### config.mk
export PLATFORM = sky130hd
export DESIGN_NAME = lcd_bus_arbiter_flat
export DESIGN_NICKNAME = d
export VERILOG_FILES = /design/src/rtl/lcd_arb_pkg.sv /design/src/rtl/lcd_bus_arbiter_if.sv /design/src/rtl/lcd_arb_rr.sv /design/src/rtl/lcd_bus_arbiter.sv /design/src/flat_wrapper.sv
export SDC_FILE = /design/constraint.sdc
export NUM_CORES = 1
export LEC_CHECK = 0
export ABC_AREA = 1
export BUFFER_PORTS_ARGS = -buffer_cell sky130_fd_sc_hd__buf_2
export CAP_MARGIN = 30
export CORE_ASPECT_RATIO = 0.9
export CORE_MARGIN = 5
export CORE_UTILIZATION = 35
export DETAILED_ROUTE_END_ITERATION = 6
export GPL_TIMING_DRIVEN = 1
export SLEW_MARGIN = 20
export SYNTH_ARGS = -nofsm -noshare
export SYNTH_HDL_FRONTEND = slang
export SYNTH_SLANG_ARGS = --single-unit
### constraint.sdc
create_clock -name sys_clk_50MHz -period 1.6 [get_ports sys_clk_50MHz]
set_input_delay 0.32 -clock sys_clk_50MHz [delete_from_list [all_inputs] [get_ports sys_clk_50MHz]]
set_output_delay 0.32 -clock sys_clk_50MHz [all_outputs]
set_load 0.02 [all_outputs]
### src/rtl/lcd_arb_pkg.sv
// lcd_arb_pkg: shared definitions for the LCD bus arbiter.
//   arb_state_e  - arbiter FSM states
//   CLI_*        - client index constants (0 = init, 1 = picture, 2 = char)
//   LCD_DATA_W   - SPI writer word width {dc, byte[7:0]}
package lcd_arb_pkg;

  typedef enum logic [1:0] {
    IDLE,
    GRANT,
    WAIT_DONE,
    RELEASE
  } arb_state_e;

  localparam int unsigned CLI_INIT   = 0;
  localparam int unsigned CLI_PIC    = 1;
  localparam int unsigned CLI_CHAR   = 2;
  localparam int unsigned LCD_DATA_W = 9;

endpackage

### src/rtl/lcd_bus_arbiter_if.sv
// lcd_bus_arbiter_if: client-side and SPI-writer-side signals of the arbiter.
//   init_done    - panel initialisation complete (level)
//   cli_req      - per-client bus request (level)
//   cli_en       - per-client write strobe (one cycle)
//   cli_data     - packed client words, client k at [k*DATA_W +: DATA_W]
//   cli_grant    - one-hot grant or all-zero
//   cli_wr_done  - per-client write-complete pulse
//   data         - word to the SPI writer
//   en_write     - one-cycle write strobe to the SPI writer
//   wr_done      - SPI writer completion pulse
//   busy         - arbiter not idle
//   timeout_err  - watchdog pulse
// Modports: slave = arbiter side, master = clients/SPI-writer side.
interface lcd_bus_arbiter_if
  import lcd_arb_pkg::*;
#(
  parameter int unsigned N_CLI  = 3,
  parameter int unsigned DATA_W = LCD_DATA_W
);
  logic                      init_done;
  logic [N_CLI-1:0]          cli_req;
  logic [N_CLI-1:0]          cli_en;
  logic [N_CLI*DATA_W-1:0]   cli_data;
  logic [N_CLI-1:0]          cli_grant;
  logic [N_CLI-1:0]          cli_wr_done;
  logic [DATA_W-1:0]         data;
  logic                      en_write;
  logic                      wr_done;
  logic                      busy;
  logic                      timeout_err;

  modport slave (
    input  init_done, cli_req, cli_en, cli_data, wr_done,
    output cli_grant, cli_wr_done, data, en_write, busy, timeout_err
  );

  modport master (
    output init_done, cli_req, cli_en, cli_data, wr_done,
    input  cli_grant, cli_wr_done, data, en_write, busy, timeout_err
  );
endinterface

### src/rtl/lcd_arb_rr.sv
// lcd_arb_rr: combinational round-robin picker.
//   req_i    - request vector
//   ptr_i    - one-hot pointer, highest-priority position
//   choice_o - one-hot choice (zero when no request)
module lcd_arb_rr #(
  parameter int unsigned N_CLI = 3
) (
  input  logic [N_CLI-1:0] req_i,
  input  logic [N_CLI-1:0] ptr_i,
  output logic [N_CLI-1:0] choice_o
);
  logic [N_CLI-1:0] mask_hi;
  logic [N_CLI-1:0] req_hi;

  // Requests at or above the pointer win; otherwise wrap to the lowest request.
  // x & (~x + 1) isolates the lowest set bit.
  always_comb begin
    mask_hi = ~(ptr_i - N_CLI'(1));
    req_hi  = req_i & mask_hi;
    if (|req_hi) choice_o = req_hi & (~req_hi + N_CLI'(1));
    else         choice_o = req_i & (~req_i + N_CLI'(1));
  end
endmodule

### src/rtl/lcd_bus_arbiter.sv
// lcd_bus_arbiter: grants the shared SPI writer to one of N_CLI clients.
// Client 0 (init) has fixed top priority and is the only eligible client
// before init_done; the remaining clients share the bus round-robin. A grant
// is held while the client keeps cli_req high and is followed by a one-cycle
// RELEASE gap.
// Ports: sys_clk_50MHz (clock), sys_rst (sync active-high reset),
//        bus (lcd_bus_arbiter_if.slave, see interface header).
// Optional feature: define LCD_ARB_WDOG_EN to enable the WAIT_DONE watchdog
// (timeout after WDOG_CYCLES clocks); otherwise timeout_err is tied to 0.
module lcd_bus_arbiter
  import lcd_arb_pkg::*;
#(
  parameter int unsigned DATA_W      = LCD_DATA_W,
  parameter int unsigned N_CLI       = 3,
  parameter int unsigned WDOG_CYCLES = 65535
) (
  input  logic                     sys_clk_50MHz,
  input  logic                     sys_rst,
  lcd_bus_arbiter_if.slave         bus
);
  localparam logic [N_CLI-1:0] INIT_OH = N_CLI'(1) << CLI_INIT;
  localparam logic [N_CLI-1:0] PIC_OH  = N_CLI'(1) << CLI_PIC;

  if (WDOG_CYCLES == 0) begin : g_bad_wdog_cfg
    $error("lcd_bus_arbiter: WDOG_CYCLES must be at least 1");
  end

  arb_state_e        state_q, state_d;
  logic [N_CLI-1:0]  gnt_q, gnt_d;
  logic [N_CLI-1:0]  ptr_q, ptr_d;
  logic [DATA_W-1:0] data_q, data_d;
  logic              en_write_q, en_write_d;
  logic [N_CLI-1:0]  wr_done_q, wr_done_d;

  logic [N_CLI-1:0]  eligible;
  logic [N_CLI-1:0]  rr_choice;
  logic [N_CLI-1:0]  pick;
  logic [N_CLI-1:0]  pick_next;
  logic [DATA_W-1:0] gnt_word;
  logic              gnt_req;
  logic              gnt_en;

`ifdef LCD_ARB_WDOG_EN
  localparam int unsigned WD_W = $clog2(WDOG_CYCLES + 1);
  logic [WD_W-1:0]   wd_cnt_q, wd_cnt_d;
  logic              timeout_q, timeout_d;
`endif

  lcd_arb_rr #(.N_CLI(N_CLI)) u_rr (
    .req_i    (eligible),
    .ptr_i    (ptr_q),
    .choice_o (rr_choice)
  );

  always_comb begin
    eligible = bus.init_done ? bus.cli_req : (bus.cli_req & INIT_OH);
    pick     = eligible[CLI_INIT] ? INIT_OH : rr_choice;
    // Pointer moves just past the winner; wrapping skips client 0.
    pick_next = pick << 1;
    if (pick_next == '0) pick_next = PIC_OH;
    gnt_req  = |(bus.cli_req & gnt_q);
    gnt_en   = |(bus.cli_en & gnt_q);
    gnt_word = '0;
    for (int unsigned c = 0; c < N_CLI; c++) begin
      if (gnt_q[c]) gnt_word = bus.cli_data[c*DATA_W +: DATA_W];
    end
  end

  always_comb begin
    state_d    = state_q;
    gnt_d      = gnt_q;
    ptr_d      = ptr_q;
    data_d     = data_q;
    en_write_d = 1'b0;
    wr_done_d  = '0;
`ifdef LCD_ARB_WDOG_EN
    wd_cnt_d   = wd_cnt_q;
    timeout_d  = 1'b0;
`endif
    unique case (state_q)
      IDLE: begin
        if (|eligible) begin
          state_d = GRANT;
          gnt_d   = pick;
          ptr_d   = pick_next;
        end
      end
      GRANT: begin
        // A strobe coinciding with a req drop still gets written out.
        if (gnt_en) begin
          data_d     = gnt_word;
          en_write_d = 1'b1;
          state_d    = WAIT_DONE;
`ifdef LCD_ARB_WDOG_EN
          wd_cnt_d   = '0;
`endif
        end else if (!gnt_req) begin
          state_d = RELEASE;
        end
      end
      WAIT_DONE: begin
        if (bus.wr_done) begin
          wr_done_d = gnt_q;
          state_d   = gnt_req ? GRANT : RELEASE;
        end
`ifdef LCD_ARB_WDOG_EN
        else if (wd_cnt_q == WD_W'(WDOG_CYCLES - 1)) begin
          timeout_d = 1'b1;
          state_d   = RELEASE;
        end else begin
          wd_cnt_d = wd_cnt_q + WD_W'(1);
        end
`endif
      end
      RELEASE: begin
        state_d = IDLE;
        gnt_d   = '0;
      end
      default: state_d = IDLE;
    endcase
  end

  always_ff @(posedge sys_clk_50MHz) begin
    if (sys_rst) begin
      state_q    <= IDLE;
      gnt_q      <= '0;
      ptr_q      <= PIC_OH;
      data_q     <= '0;
      en_write_q <= 1'b0;
      wr_done_q  <= '0;
    end else begin
      state_q    <= state_d;
      gnt_q      <= gnt_d;
      ptr_q      <= ptr_d;
      data_q     <= data_d;
      en_write_q <= en_write_d;
      wr_done_q  <= wr_done_d;
    end
  end

`ifdef LCD_ARB_WDOG_EN
  always_ff @(posedge sys_clk_50MHz) begin
    if (sys_rst) begin
      wd_cnt_q  <= '0;
      timeout_q <= 1'b0;
    end else begin
      wd_cnt_q  <= wd_cnt_d;
      timeout_q <= timeout_d;
    end
  end
  assign bus.timeout_err = timeout_q;
`else
  assign bus.timeout_err = 1'b0;
`endif

  assign bus.cli_grant   = (state_q == GRANT || state_q == WAIT_DONE) ? gnt_q : '0;
  assign bus.cli_wr_done = wr_done_q;
  assign bus.data        = data_q;
  assign bus.en_write    = en_write_q;
  assign bus.busy        = (state_q != IDLE);

endmodule

### src/flat_wrapper.sv
// flat-port wrapper written by rule: the top's interface ports become plain ports
module lcd_bus_arbiter_flat import lcd_arb_pkg::*;
#(
  parameter int unsigned DATA_W      = LCD_DATA_W,
  parameter int unsigned N_CLI       = 3,
  parameter int unsigned WDOG_CYCLES = 65535
)
  (sys_clk_50MHz, sys_rst, bus_init_done, bus_cli_req, bus_cli_en, bus_cli_data, bus_wr_done, bus_cli_grant, bus_cli_wr_done, bus_data, bus_en_write, bus_busy, bus_timeout_err);
  lcd_bus_arbiter_if #(.N_CLI(N_CLI), .DATA_W(DATA_W)) bus_i ();
  input  logic sys_clk_50MHz;
  input  logic sys_rst;
  input wire logic [$bits(bus_i.init_done)-1:0] bus_init_done;
  input wire logic [$bits(bus_i.cli_req)-1:0] bus_cli_req;
  input wire logic [$bits(bus_i.cli_en)-1:0] bus_cli_en;
  input wire logic [$bits(bus_i.cli_data)-1:0] bus_cli_data;
  input wire logic [$bits(bus_i.wr_done)-1:0] bus_wr_done;
  output wire logic [$bits(bus_i.cli_grant)-1:0] bus_cli_grant;
  output wire logic [$bits(bus_i.cli_wr_done)-1:0] bus_cli_wr_done;
  output wire logic [$bits(bus_i.data)-1:0] bus_data;
  output wire logic [$bits(bus_i.en_write)-1:0] bus_en_write;
  output wire logic [$bits(bus_i.busy)-1:0] bus_busy;
  output wire logic [$bits(bus_i.timeout_err)-1:0] bus_timeout_err;
  assign bus_i.init_done = bus_init_done;
  assign bus_i.cli_req = bus_cli_req;
  assign bus_i.cli_en = bus_cli_en;
  assign bus_i.cli_data = bus_cli_data;
  assign bus_i.wr_done = bus_wr_done;
  assign bus_cli_grant = bus_i.cli_grant;
  assign bus_cli_wr_done = bus_i.cli_wr_done;
  assign bus_data = bus_i.data;
  assign bus_en_write = bus_i.en_write;
  assign bus_busy = bus_i.busy;
  assign bus_timeout_err = bus_i.timeout_err;
  lcd_bus_arbiter #(.DATA_W(DATA_W), .N_CLI(N_CLI), .WDOG_CYCLES(WDOG_CYCLES)) u_core (.sys_clk_50MHz(sys_clk_50MHz), .sys_rst(sys_rst), .bus(bus_i));
endmodule
## Yosys cells after proc, flatten, opt, wreduce, memory -nomap -nowiden

Cells that the tools add are included.

| word-level totals | value |
|---|---|
| flip-flop bits (word level) | 21 |
| input bits | 37 |
| logic and storage cells | 58 |

| operators by class | value |
|---|---|
| $add $sub $neg | 3 |
| equal/unequal tests | 6 |
| mux-type cells | 17 |
| bitwise logic cells | 11 |
| reduce and logical (&&, ||, !) cells | 15 |

Operators with widths:

| cell | number |
|---|---|
| 2-to-1 mux 9 bit | 3 |
| 2-to-1 mux 3 bit | 6 |
| AND 3 bit | 5 |
| OR reduction 3 bit | 5 |
| 2-to-1 mux 2 bit | 5 |
| inverter 3 bit | 3 |
| case mux 2 bit (4 select lines) | 1 |
| adder 3 x 1 -> 3 bit, second input constant | 2 |
| case mux 3 bit (2 select lines) | 1 |
| AND reduction 2 bit | 3 |
| equality test 2 bit, second input constant | 2 |
| nonzero test 2 bit | 2 |
| logical NOT 3 bit | 1 |
| != test 3 bit, second input constant | 1 |
| inverter 1 bit | 3 |
| AND reduction 3 bit | 1 |
| subtractor 3 x 1 -> 3 bit, second input constant | 1 |
| equality test 2 x 1 -> 1 bit, second input constant | 1 |
| logical NOT 2 bit | 1 |
| != test 2 x 1 -> 1 bit, second input constant | 1 |
| != test 2 bit, second input constant | 1 |
| OR reduction 2 bit | 1 |
| logical OR 1 bit | 1 |
| 2-to-1 mux 1 bit | 1 |

## Logic depth before layout (Yosys ltp)

Gate-level depths: netlist (run 1).

| logic depth | value |
|---|---|
| depth in word-level cells | 10 |
| gate-level depth with buffers | 9 |
| depth with buffers taken out | 9 |

## Cells and area by module

A second synthesis (run 1) with hierarchy kept.

| second synthesis, totals | value |
|---|---|
| cells, all modules | 184 |
| area, all modules | 1222.4 sq um |

By module, submodules not included:

| module | times used | cells each | area each (sq um) |
|---|---|---|---|
| lcd_bus_arbiter | 1 | 162 | 1107.3 |
| lcd_arb_rr | 1 | 22 | 115.1 |

## Worst setup path after synthesis (run 1)

No wires, ideal clock.

| timing | value |
|---|---|
| path kind | register to register |
| start point | register u_core.state_q[0] |
| end point | register u_core.state_q[1] |
| library setup time | 0.064 ns |
| data arrival time | 1.305 ns |
| slack | 0.231 ns |
| cell stages (with the launch flop) | 10 |
| path buffers | 0 |
| clock period less this slack | 1.369 ns |
| path through | dfxtp_1 > inv_1 > ha_1 > inv_1 > nor2_1 > nor2_4 > nand3_1 > nand2_1 > inv_1 > nor2_1 |

| between the ends | value |
|---|---|
| word-level cells in the longest chain between the ends | 3 |
| elaborated cells on any way between the ends | 9 |
| classes of those cells | 6 x eq/ne; 1 x mux; 2 x reduce/logical |

RTL lines:

| element | line | RTL |
|---|---|---|
| start: declaration | lcd_bus_arbiter.sv:28 | `arb_state_e state_q, state_d;` |
| start signal: assignment | lcd_bus_arbiter.sv:132 | `state_q <= state_d;` |
| equality test 2 x 1 -> 1 bit (tied with other cells) | lcd_bus_arbiter.sv:80 | `unique case (state_q)` |
| != test 3 bit (no line) (tied with other cells) | - |  |
| AND reduction 3 bit (no line) | - |  |

Parallel ways exist; a longest one is shown, timed or not.
A chain may end at the register's enable or synchronous reset.

## Final worst setup path (run 1)

| timing | value |
|---|---|
| start point | register u_core.state_q[1] |
| end point | output port bus_cli_grant[0] |

| between the ends | value |
|---|---|
| word-level cells in the longest chain between the ends | 3 |
| elaborated cells on any way between the ends | 4 |
| classes of those cells | 2 x eq/ne; 1 x mux; 1 x reduce/logical |

RTL lines:

| element | line | RTL |
|---|---|---|
| equality test 2 x 1 -> 1 bit / equality test 2 bit (equally long branches) | lcd_bus_arbiter.sv:156 | `assign bus.cli_grant = (state_q == GRANT \|\| state_q == WAIT_DONE) ? gnt_q : '0;` |
| logical OR 1 bit * | lcd_bus_arbiter.sv:156 |  |
| 2-to-1 mux 3 bit * | lcd_bus_arbiter.sv:156 |  |
| end: declaration | flat_wrapper.sv:17 | `output wire logic [$bits(bus_i.cli_grant)-1:0] bus_cli_grant;` |

Every way passes the cells marked *; elsewhere a longest branch is shown, timed or not.

==> results.md, run 1 <==
- Run status: finished clean
- Sequential power share: 0.300
- CP Max Fanout: 6
- Synth top area share: 0.346
- Worst-Margin Slew: around 0.51 ns
- Setup TNS: 0 ns
- Data required time of the worst path: between 1 and 1.5 ns
- Max_slew headroom: 0.661
- Final net count: 268
- Min-Delay Startpoint: sys_rst
- DR vias: around 1.2k
- WL per Instance: ~12 um
- Top FF cell, synth: dfxtp_1
- Period utilization: 0.960
- Post-route cell area: 1600 sq um
- CTS Buf Count: 3
- Syn Inst Count: 166
- Port-buffer cells: 53
- P per Cell Area: 1340 nW/um^2
- Initial antenna violation count: 0
- Routed wire length: 3200 um
- DIE AREA: roughly 4600 sq um
- Worst setup path start: u_core.state_q[1]$_SDFFE_PP0P_
- Leakage Power: 0.859 nW
- Gr usage total: 0.141
- CP peak stage delay: about 0.36 ns
- Worst-skew pair later-pin latency: between 0.2 and 0.3 ns
- Layout area overhead: 38.2%
- Commonest cells after routing, fill and taps aside: 51 x buf_2, 34 x nand2_1, 27 x nand3_1
- Vias/cell: 4.64
- Grt ovf: 0
- Fmax achieved: around 650 MHz
- Post-synthesis sequential area ratio: 0.346
- Worst-path cell chain: inv_2 > ha_4 > nand2_1 > inv_1 > buf_2
- Number of buffers and inverters on the critical path: 3
- Startpoint class of the critical path: flip-flop
- Part of the power in the clock network: 0.233
- EDFF count, synth: 0
- Fraction of layout cells with a size suffix above 1: 0.382
- Initial Utilization: 0.372
- Detail Placement HPWL: between 2000 and 2500 um
- Max IR drop VDD: between 0.9 and 1 mV
- Area contributors post-synth: dfxtp_1 35%, nand3_1 12%, nand2_1 11%, o21ai_2 7.6%, a21oi_1 6.1%
- Hold Slack: 0.294 ns
- Root Driver: clkbuf_8
- Number of diodes: 0
- Crit path max-delay family: flip-flops
- Routed Antenna Nets: 0
- Core Util, Final: 0.513
- CP max stage cell: dfxtp_2
- Hold WC Path Type: in -> reg
- Clock Skew: approximately 0.0050 ns
- Placer Congestion: ~0.76
- First-pass iteration count of the detailed router: 5
- Max-slew violations: 0
- Cell area after placement: approximately 1500 sq um
- Core area: 3110 sq um
- Clock sinks: 20
- MaxCap Viol Count: 0
- DRC viols: 0
- Synthesis-stage register bit count: 20
- Die height: about 65 um
- Hold_buf cts: 0
- CTS clock-pin slew for the worst setup and hold paths: ~0.07 ns
- Most common library cell in the layout ignoring fill and taps: buf_2
- Synth warn: 0
- Internal power: about 0.0013 W
- Htree depth: 1
- Cell Area, Synth: 1160 sq um
- Largest net degree at the start of global routing: 15
- Num rows: 19
- Boundary Pins: 55
- CP endpoint kind: primary output
- Sw frac: 0.390
- Critical path class: reg -> out
- Synthesized net count: 208
- Library cells used by synthesis: 23
- Vias in the first global route: 1127
- Share of flip-flops with an asynchronous set or reset: 0
- Synth area leader: dfxtp_1
- TritonCTS clock tree: done
- Net Sw Power: 0.000836 W
- Fillers: 324
- Clock Tree Buf Depth: 2
- Critical Path AT: 1.22 ns
- FF-to-FF Start: u_core.gnt_q[1]$_SDFFE_PP0P_
- Die Width: about 71 um
- Mean Syn Cell Area: between 6 and 7 sq um
- Final setup vio count: 0
- First-pass GRT wire length: approximately 5000 um
- Combinational Power Share: 0.468
- DR iter-0 viols: 36
- Hold Vio Cnt, Final: 0
- Fin crit period: 1.54 ns
[cells in the mapped netlist, types with 2 or more instances]
| library cell | number |
|---|---|
| nand2_1 | 34 |
| nand3_1 | 27 |
| dfxtp_1 | 20 |
| inv_1 | 18 |
| a21oi_1 | 14 |
| o21ai_0 | 11 |
| o21ai_2 | 10 |
| nor2_1 | 8 |
| ha_1 | 5 |
| buf_2 | 3 |
| inv_2 | 2 |
| nand2_4 | 2 |
| nor3_1 | 2 |
[power groups by stage]
| stage | logic, W | registers (W) | clock network [W] |
|---|---|---|---|
| finish | 0.00100 | 0.000643 | 0.000499 |
| CTS | 0.000948 | 0.000640 | 0.000509 |
| detailed placement | 0.000908 | 0.000642 | 0 |
| global placement | 0.000909 | 0.000640 | 0 |
| global route | 0.00115 | 0.000654 | 0.000544 |
| floorplan | 0.000656 | 0.000637 | 0 |
[cell type report]
cell class	count	area, sq um	share of cell area
repair buffers	60	323	0.202
well taps	42	52.6	0.0329
inverters	21	82.6	0.0516
multi-input cells	120	664	0.415
clock buffers	3	41.3	0.0258
flip-flops and latches	20	405	0.254
clock inverters	1	30.0	0.0188
[logic make-up (layout without fill, tap and decap cells)]
kind of cell	Yosys count	after routing	share of synthesized area
and+or+nand+nor	76	76	0.302
AOI/OAI and AO/OA	37	37	0.197
buffers and inverters	26	85	0.0908
DFF	20	20	0.346
adders and majority gates	5	5	0.0541
other	1	1	0.00324
xor gates and xnor gates	1	1	0.00757
[metrics by stage]
step           power (W)  std cells  setup slack (ns)
5_1_grt          0.00235        267           -0.0204
3_3_place_gp     0.00155        260             0.200
4_1_cts          0.00210        264            0.0143
2_1_floorplan    0.00129        166             0.231
6_report         0.00214        267            0.0637
3_5_place_dp     0.00155        260             0.161
[routing by layer]
layer  up-vias  routed length [um]  track usage
met4         0                  34       0.0423
met2        30                1570        0.244
met3         4                 133       0.0294
met1       545                1460        0.178
li1        660                   -            -
met5         -                   0            0
[flip-flops by register name (all words and copies together) (netlist names)]
name	flops
u_core.bus.data	9
u_core.bus.en_write	1
u_core.gnt_q	3
u_core.bus.cli_wr_done	3
u_core.state_q	2
u_core.ptr_q	2
[timing repair]
action | CTS | global route
resized for setup | 6 | 3
setup buffers | 0 | 3
endpoints found under the setup margin | 4 | 4
hold endpoints to repair | 0 | 0
[path summary, 6_finish.rpt]
path	to	slack (ns)	cells past startpoint
setup / recovery	bus_cli_grant[0]	0.06	5
hold / removal	u_core.state_q[0]$_SDFFE_PP0P_	0.29	2
setup reg to reg	u_core.bus.data[3]$_SDFFE_PP0P_	0.23	5
hold reg to reg	u_core.bus.data[2]$_SDFFE_PP0P_	0.48	2
Note: power is estimated with default switching activity, not from simulation.
==> inputs of run 2 (changes only) <==
--- a/config.mk
+++ b/config.mk
@@ -6,12 +6,12 @@
 export NUM_CORES = 1
 export LEC_CHECK = 0
 export ABC_AREA = 1
-export BUFFER_PORTS_ARGS = -buffer_cell sky130_fd_sc_hd__buf_2
 export CAP_MARGIN = 30
 export CORE_ASPECT_RATIO = 0.9
 export CORE_MARGIN = 5
 export CORE_UTILIZATION = 35
 export DETAILED_ROUTE_END_ITERATION = 6
+export DONT_BUFFER_PORTS = 1
 export GPL_TIMING_DRIVEN = 1
 export SLEW_MARGIN = 20
 export SYNTH_ARGS = -nofsm -noshare
==> run 2 against run 1 <==
Effect of this change:
- clock-buffer cell count unchanged
- combinational power down 14%
- hold slack lost 0.19 ns
- final cell count decreased by 20%
- register-to-register slack about the same
- fmax grew 0.68%
- sequential share of layout area increased by 5.4 points
- final area shrank 18%
- power down 3.9%
- flip-flop and latch count unchanged
- setup slack better by 0.010 ns
- first-iteration DRC count grew 33%
- critical endpoint is now bus_cli_grant[1]
==> results.md, run 2 (synthesis gave the netlist of run 1 again) <==
- Fraction of layout cells with a size suffix above 1: 0.187
- Gr usage total: 0.136
- Fmax achieved: ~660 MHz
- Post-route cell area: 1320 sq um
- First-pass iteration count of the detailed router: 4
- Vias/cell: 5.15
- Layout area overhead: 13.7%
- Routed Antenna Nets: 0
- Data required time of the worst path: 1.28 ns
- Boundary Pins: 55
- Final net count: between 200 and 250
- Port-buffer cells: 0
- Core area: roughly 3100 sq um
- CP Max Fanout: 6
- Leakage Power: 0.612 nW
- Num rows: 19
- Largest net degree at the start of global routing: 13
- Clock sinks: 20
- Unrepaired setup endpoints after global routing: no
- Root Driver: clkbuf_8
- Htree depth: 1
- Vias in the first global route: approximately 1.1k
- Grt ovf: 0
- Fillers: 332
- MaxCap Viol Count: 0
- CP endpoint kind: primary output
- First-pass GRT wire length: around 5000 um
- Startpoint class of the critical path: flip-flop
- Routed wire length: ~3200 um
- Critical path class: reg -> out
- Max-slew violations: 0
- Die height: approximately 65 um
- Initial Utilization: 0.372
- Initial antenna violation count: 0
- TritonCTS clock tree: done
- DR iter-0 viols: between 40 and 50
- Detail Placement HPWL: around 2500 um
- Worst-skew pair later-pin latency: roughly 0.28 ns
- Most common library cell in the layout ignoring fill and taps: nand2_1
- CTS Buf Count: 3
- Setup TNS: 0 ns
- DIE AREA: ~4600 sq um
- Hold Vio Cnt, Final: 0
- CTS clock-pin slew for the worst setup and hold paths: around 0.080 ns
- Period utilization: 0.954
- Placer Congestion: 0.805
- Critical Path AT: between 1 and 1.5 ns
- Run status: finished clean
- Cell area after placement: between 1000 and 1500 sq um
- P per Cell Area: roughly 1600 nW/um^2
- Clock Skew: about 0.0068 ns
- Max FFs per register: 9
- Hold_buf cts: 0
- Commonest cells after routing, fill and taps aside: 34 x nand2_1, 27 x nand3_1, 19 x dfxtp_1
- Number of diodes: 0
- DR vias: around 1.1k
- Hold WC Path Type: in -> reg
- WL per Instance: roughly 15 um
- Die Width: 70.6 um
- DRC viols: 0
- Max IR drop VDD: between 0.6 and 0.7 mV
- Fin crit period: 1.53 ns
- Final setup vio count: 0
- Clock Tree Buf Depth: 2
run 2: power by group:
group,switching [W],internal (W),leakage [nW]
sequential,0.0000965,0.000566,0.163
clock,0.000199,0.000335,0.0357
combinational,0.000538,0.000326,0.413
run 2: final timing paths:
path / start / end / slack, ns / depth (start not counted)
setup / recovery: u_core.state_q[0]$_SDFFE_PP0P_ / bus_cli_grant[1] / 0.07 / 4
hold / removal: sys_rst / u_core.state_q[0]$_SDFFE_PP0P_ / 0.11 / 1
setup reg to reg: u_core.gnt_q[1]$_SDFFE_PP0P_ / u_core.bus.data[0]$_SDFFE_PP0P_ / 0.22 / 5
hold reg to reg: u_core.ptr_q[2]$_SDFFE_PP0P_ / u_core.ptr_q[2]$_SDFFE_PP0P_ / 0.49 / 2
run 2: layout make-up:
| cell class | instances | area (sq um) | share of cell area |
|---|---|---|---|
| Multi-Input combinational cell | 120 | 664 | 0.505 |
| Sequential cell | 20 | 404 | 0.307 |
| Inverter | 21 | 78.8 | 0.0599 |
| Tap cell | 42 | 52.6 | 0.0399 |
| Timing Repair Buffer | 6 | 45.0 | 0.0342 |
| Clock buffer | 3 | 41.3 | 0.0314 |
| Clock inverter | 1 | 30.0 | 0.0228 |
run 2: per-layer routing:
metal / share of wire / vias to the layer above / wire, um / track usage
met4: 0.043 / 0 / 138 / 0.0939
met5: 0 / - / 0 / 0
met3: 0.045 / 11 / 146 / 0.0263
li1: - / 553 / - / -
met1: 0.44 / 489 / 1430 / 0.163
met2: 0.47 / 44 / 1530 / 0.222
run 2: per-stage QoR:
stage | worst slack, ns | util | cells | total power (W) | hold slack, ns
3_3_place_gp | 0.202 | 0.395 | 209 | 0.00147 | 0.392
3_5_place_dp | 0.193 | 0.395 | 209 | 0.00148 | 0.392
6_report | 0.0741 | 0.423 | 213 | 0.00206 | 0.106
5_1_grt | 0.00416 | 0.423 | 213 | 0.00221 | 0.0988
2_1_floorplan | 0.231 | - | 166 | 0.00129 | 0.389
4_1_cts | 0.0252 | 0.422 | 213 | 0.00205 | 0.106
run 2: critical path, stage by stage (launching register included):
cell and delay, ns:
dfxtp_4 0.38, inv_1 0.10, ha_4 0.29, nand2_1 0.06
inv_2 0.12
run 2: timing repair:
action / in CTS / in global routing
setup buffers: 0 / 0
gates resized for setup: 5 / 2
pin swaps: 0 / 0
endpoints found under the setup margin: 4 / 3
==> inputs of run 3 (changes only) <==
==> constraint.sdc (replaced) <==
create_clock -name sys_clk_50MHz -period 1.6 [get_ports sys_clk_50MHz]
set_input_delay 0.16 -clock sys_clk_50MHz [delete_from_list [all_inputs] [get_ports sys_clk_50MHz]]
set_output_delay 0.16 -clock sys_clk_50MHz [all_outputs]
set_load 0.02 [all_outputs]
==> run 3 against run 2 <==
Effect of this change:
- flip-flop and latch count unchanged
- combinational power down 2.7%
- final cell count is the same
- clock power hardly changed
- fmax up 4.3%
- via count fell by 0.46%
- largest cell class unchanged
- highest routed layer unchanged
==> results.md, run 3 (synthesis gave the netlist of run 1 again) <==
- Run status: finished clean
- Clock Skew: 0.00106 ns
- Routed wire length: approximately 3200 um
- First-pass iteration count of the detailed router: 4
- Max-slew violations: 0
- CP Max Fanout: 6
- Fin crit period: between 1 and 1.5 ns
- Hold endpoint: u_core.gnt_q[0]$_SDFFE_PP0P_
- Post-layout worst setup margin: 0.137 ns
- Placer Congestion: 0.779
- Die height: around 65 um
- FF-to-FF Start: u_core.state_q[1]$_SDFFE_PP0P_
- Final net count: 214
- Most common library cell in the layout ignoring fill and taps: nand2_1
- Worst Hold Depth: 2
- Htree depth: 1
- Hold Vio Cnt, Final: 0
- Max_slew headroom: 0.654
- Root Driver: clkbuf_8
- First-pass GRT wire length: roughly 5000 um
- Layout area overhead: 12.6%
- Worst-skew pair later-pin latency: about 0.27 ns
- MaxCap Viol Count: 0
- Largest net degree at the start of global routing: 15
- DIE AREA: roughly 4600 sq um
- CP dominant cell by count: inv_1
- DR vias: about 1.1k
- R2R setup slack: around 0.17 ns
- Core area: just over 3000 sq um
- Fraction of layout cells with a size suffix above 1: 0.152
- Num rows: 19
- TritonCTS clock tree: done
- Die Width: just over 70 um
- Max IR drop VDD: 0.489 mV
- Number of diodes: 0
- WL per Instance: between 15 and 20 um
- P per Cell Area: around 1500 nW/um^2
- Reg2reg end: u_core.ptr_q[1]$_SDFFE_PP1P_
- Hold WC Path Type: in -> reg
- CTS Buf Count: 3
- Post-CTS setup buffers: 0
- Gr usage total: 0.139
- Number of buffers and inverters on the critical path: 2
- Boundary Pins: 55
- Vias in the first global route: 1055
- CP endpoint kind: primary output
- Worst-path cell chain: inv_1 > ha_1 > nand2_1 > inv_1
- Detail Placement HPWL: approximately 2500 um
- Unrepaired setup endpoints after global routing: no
- Worst-Margin Slew: roughly 0.52 ns
- Max FFs per register: 9
- Period utilization: 0.914
- Setup TNS: 0 ns
- DRC viols: 0
- Fmax achieved: 683 MHz
- CP peak stage delay: around 0.36 ns
- Vias/cell: approximately 5.1
- Leakage Power: between 0.6 and 0.7 nW
- Initial antenna violation count: 0
- Post-Place Worst Slack: ~0.18 ns
- Clock Tree Buf Depth: 2
- Commonest cells after routing, fill and taps aside: 34 x nand2_1, 27 x nand3_1, 19 x dfxtp_1
- R2R depth: 7
- Initial Utilization: 0.372
- Port-buffer cells: 0
- Critical path class: reg -> out
- DR iter-0 viols: 56
- Critical Path AT: around 1.3 ns
- CTS clock-pin slew for the worst setup and hold paths: approximately 0.08 ns
- Startpoint class of the critical path: flip-flop
- CP max stage cell: dfxtp_1
- Routed Antenna Nets: 0
- Final setup vio count: 0
- Clock sinks: 20
- Grt ovf: 0
- Crit path max-delay family: flip-flops
- Min-Delay Startpoint: bus_cli_req[0]
- Data required time of the worst path: ~1.4 ns
[run 3: changes by cell type in the layout (fill, tap and decap cells not counted), sizes merged]
cell / previous run / this run
buf: 6 / 5
dlygate4sd3: 0 / 1
[run 3: timing repair]
action,4_1_cts,5_1_grt
gates resized for setup,0,1
hold buffers,1,0
endpoints found under the hold margin,4,0
endpoints found under the setup margin,0,2
[run 3: area by class of cell]
| class | instances | area, sq um |
|---|---|---|
| clock buffers | 3 | 41.3 |
| clock inverters | 1 | 30.0 |
| fillers | 333 | 1810 |
| inverters | 21 | 78.8 |
| multi-input cells | 120 | 652 |
| flip-flops and latches | 20 | 402 |
| well taps | 42 | 52.6 |
| repair buffers | 6 | 47.5 |
[run 3: worst max-delay path by stage]
stage,slack (ns),end,start,cells after the start
finish,0.14,bus_cli_grant[0],u_core.state_q[1]$_SDFFE_PP0P_,4
global route,0.04,u_core.ptr_q[1]$_SDFFE_PP1P_,u_core.state_q[1]$_SDFFE_PP0P_,7
CTS,0.07,bus_cli_grant[2],u_core.state_q[0]$_SDFFE_PP0P_,4
detailed placement,0.18,u_core.ptr_q[1]$_SDFFE_PP1P_,u_core.state_q[1]$_SDFFE_PP0P_,7
global placement,0.20,u_core.ptr_q[1]$_SDFFE_PP1P_,u_core.state_q[1]$_SDFFE_PP0P_,7
floorplan,0.23,u_core.state_q[1]$_SDFFE_PP0P_,u_core.state_q[0]$_SDFFE_PP0P_,9
[run 3: metal layers]
layer | GRT usage | vias up | routed length [um]
met5 | 0 | - | 0
li1 | - | 552 | -
met1 | 0.161 | 488 | 1360
met4 | 0.0634 | 0 | 65
met3 | 0.0278 | 4 | 188
met2 | 0.248 | 48 | 1600
[run 3: worst reg2reg max path: stages (launching register included)]
cell and delay (ns):
dfxtp_1 0.34, inv_1 0.16, ha_1 0.24, inv_1 0.09, nor3_1 0.23, nand2_1 0.10, o21ai_0 0.09, nand2_1 0.06
[run 3: through the flow]
stage / hold slack [ns] / utilization / instances / power (W) / area [sq um]
final: 0.0587 / 0.419 / 213 / 0.00201 / 1300
after global routing: 0.0585 / 0.419 / 213 / 0.00217 / 1300
after CTS: 0.0620 / 0.418 / 213 / 0.00201 / 1300
after detailed placement: 0.233 / 0.392 / 208 / 0.00148 / 1220
after global placement: 0.232 / 0.392 / 208 / 0.00147 / 1220
after floorplan: 0.229 / - / 166 / 0.00129 / 1160
[run 3: report_power, final]
| group | total (W) | leakage [nW] | internal (W) | switching [W] |
|---|---|---|---|---|
| Combinational | 0.000841 | 0.419 | 0.000299 | 0.000542 |
| Clock | 0.000532 | 0.0357 | 0.000335 | 0.000197 |
| Sequential | 0.000640 | 0.163 | 0.000562 | 0.0000776 |
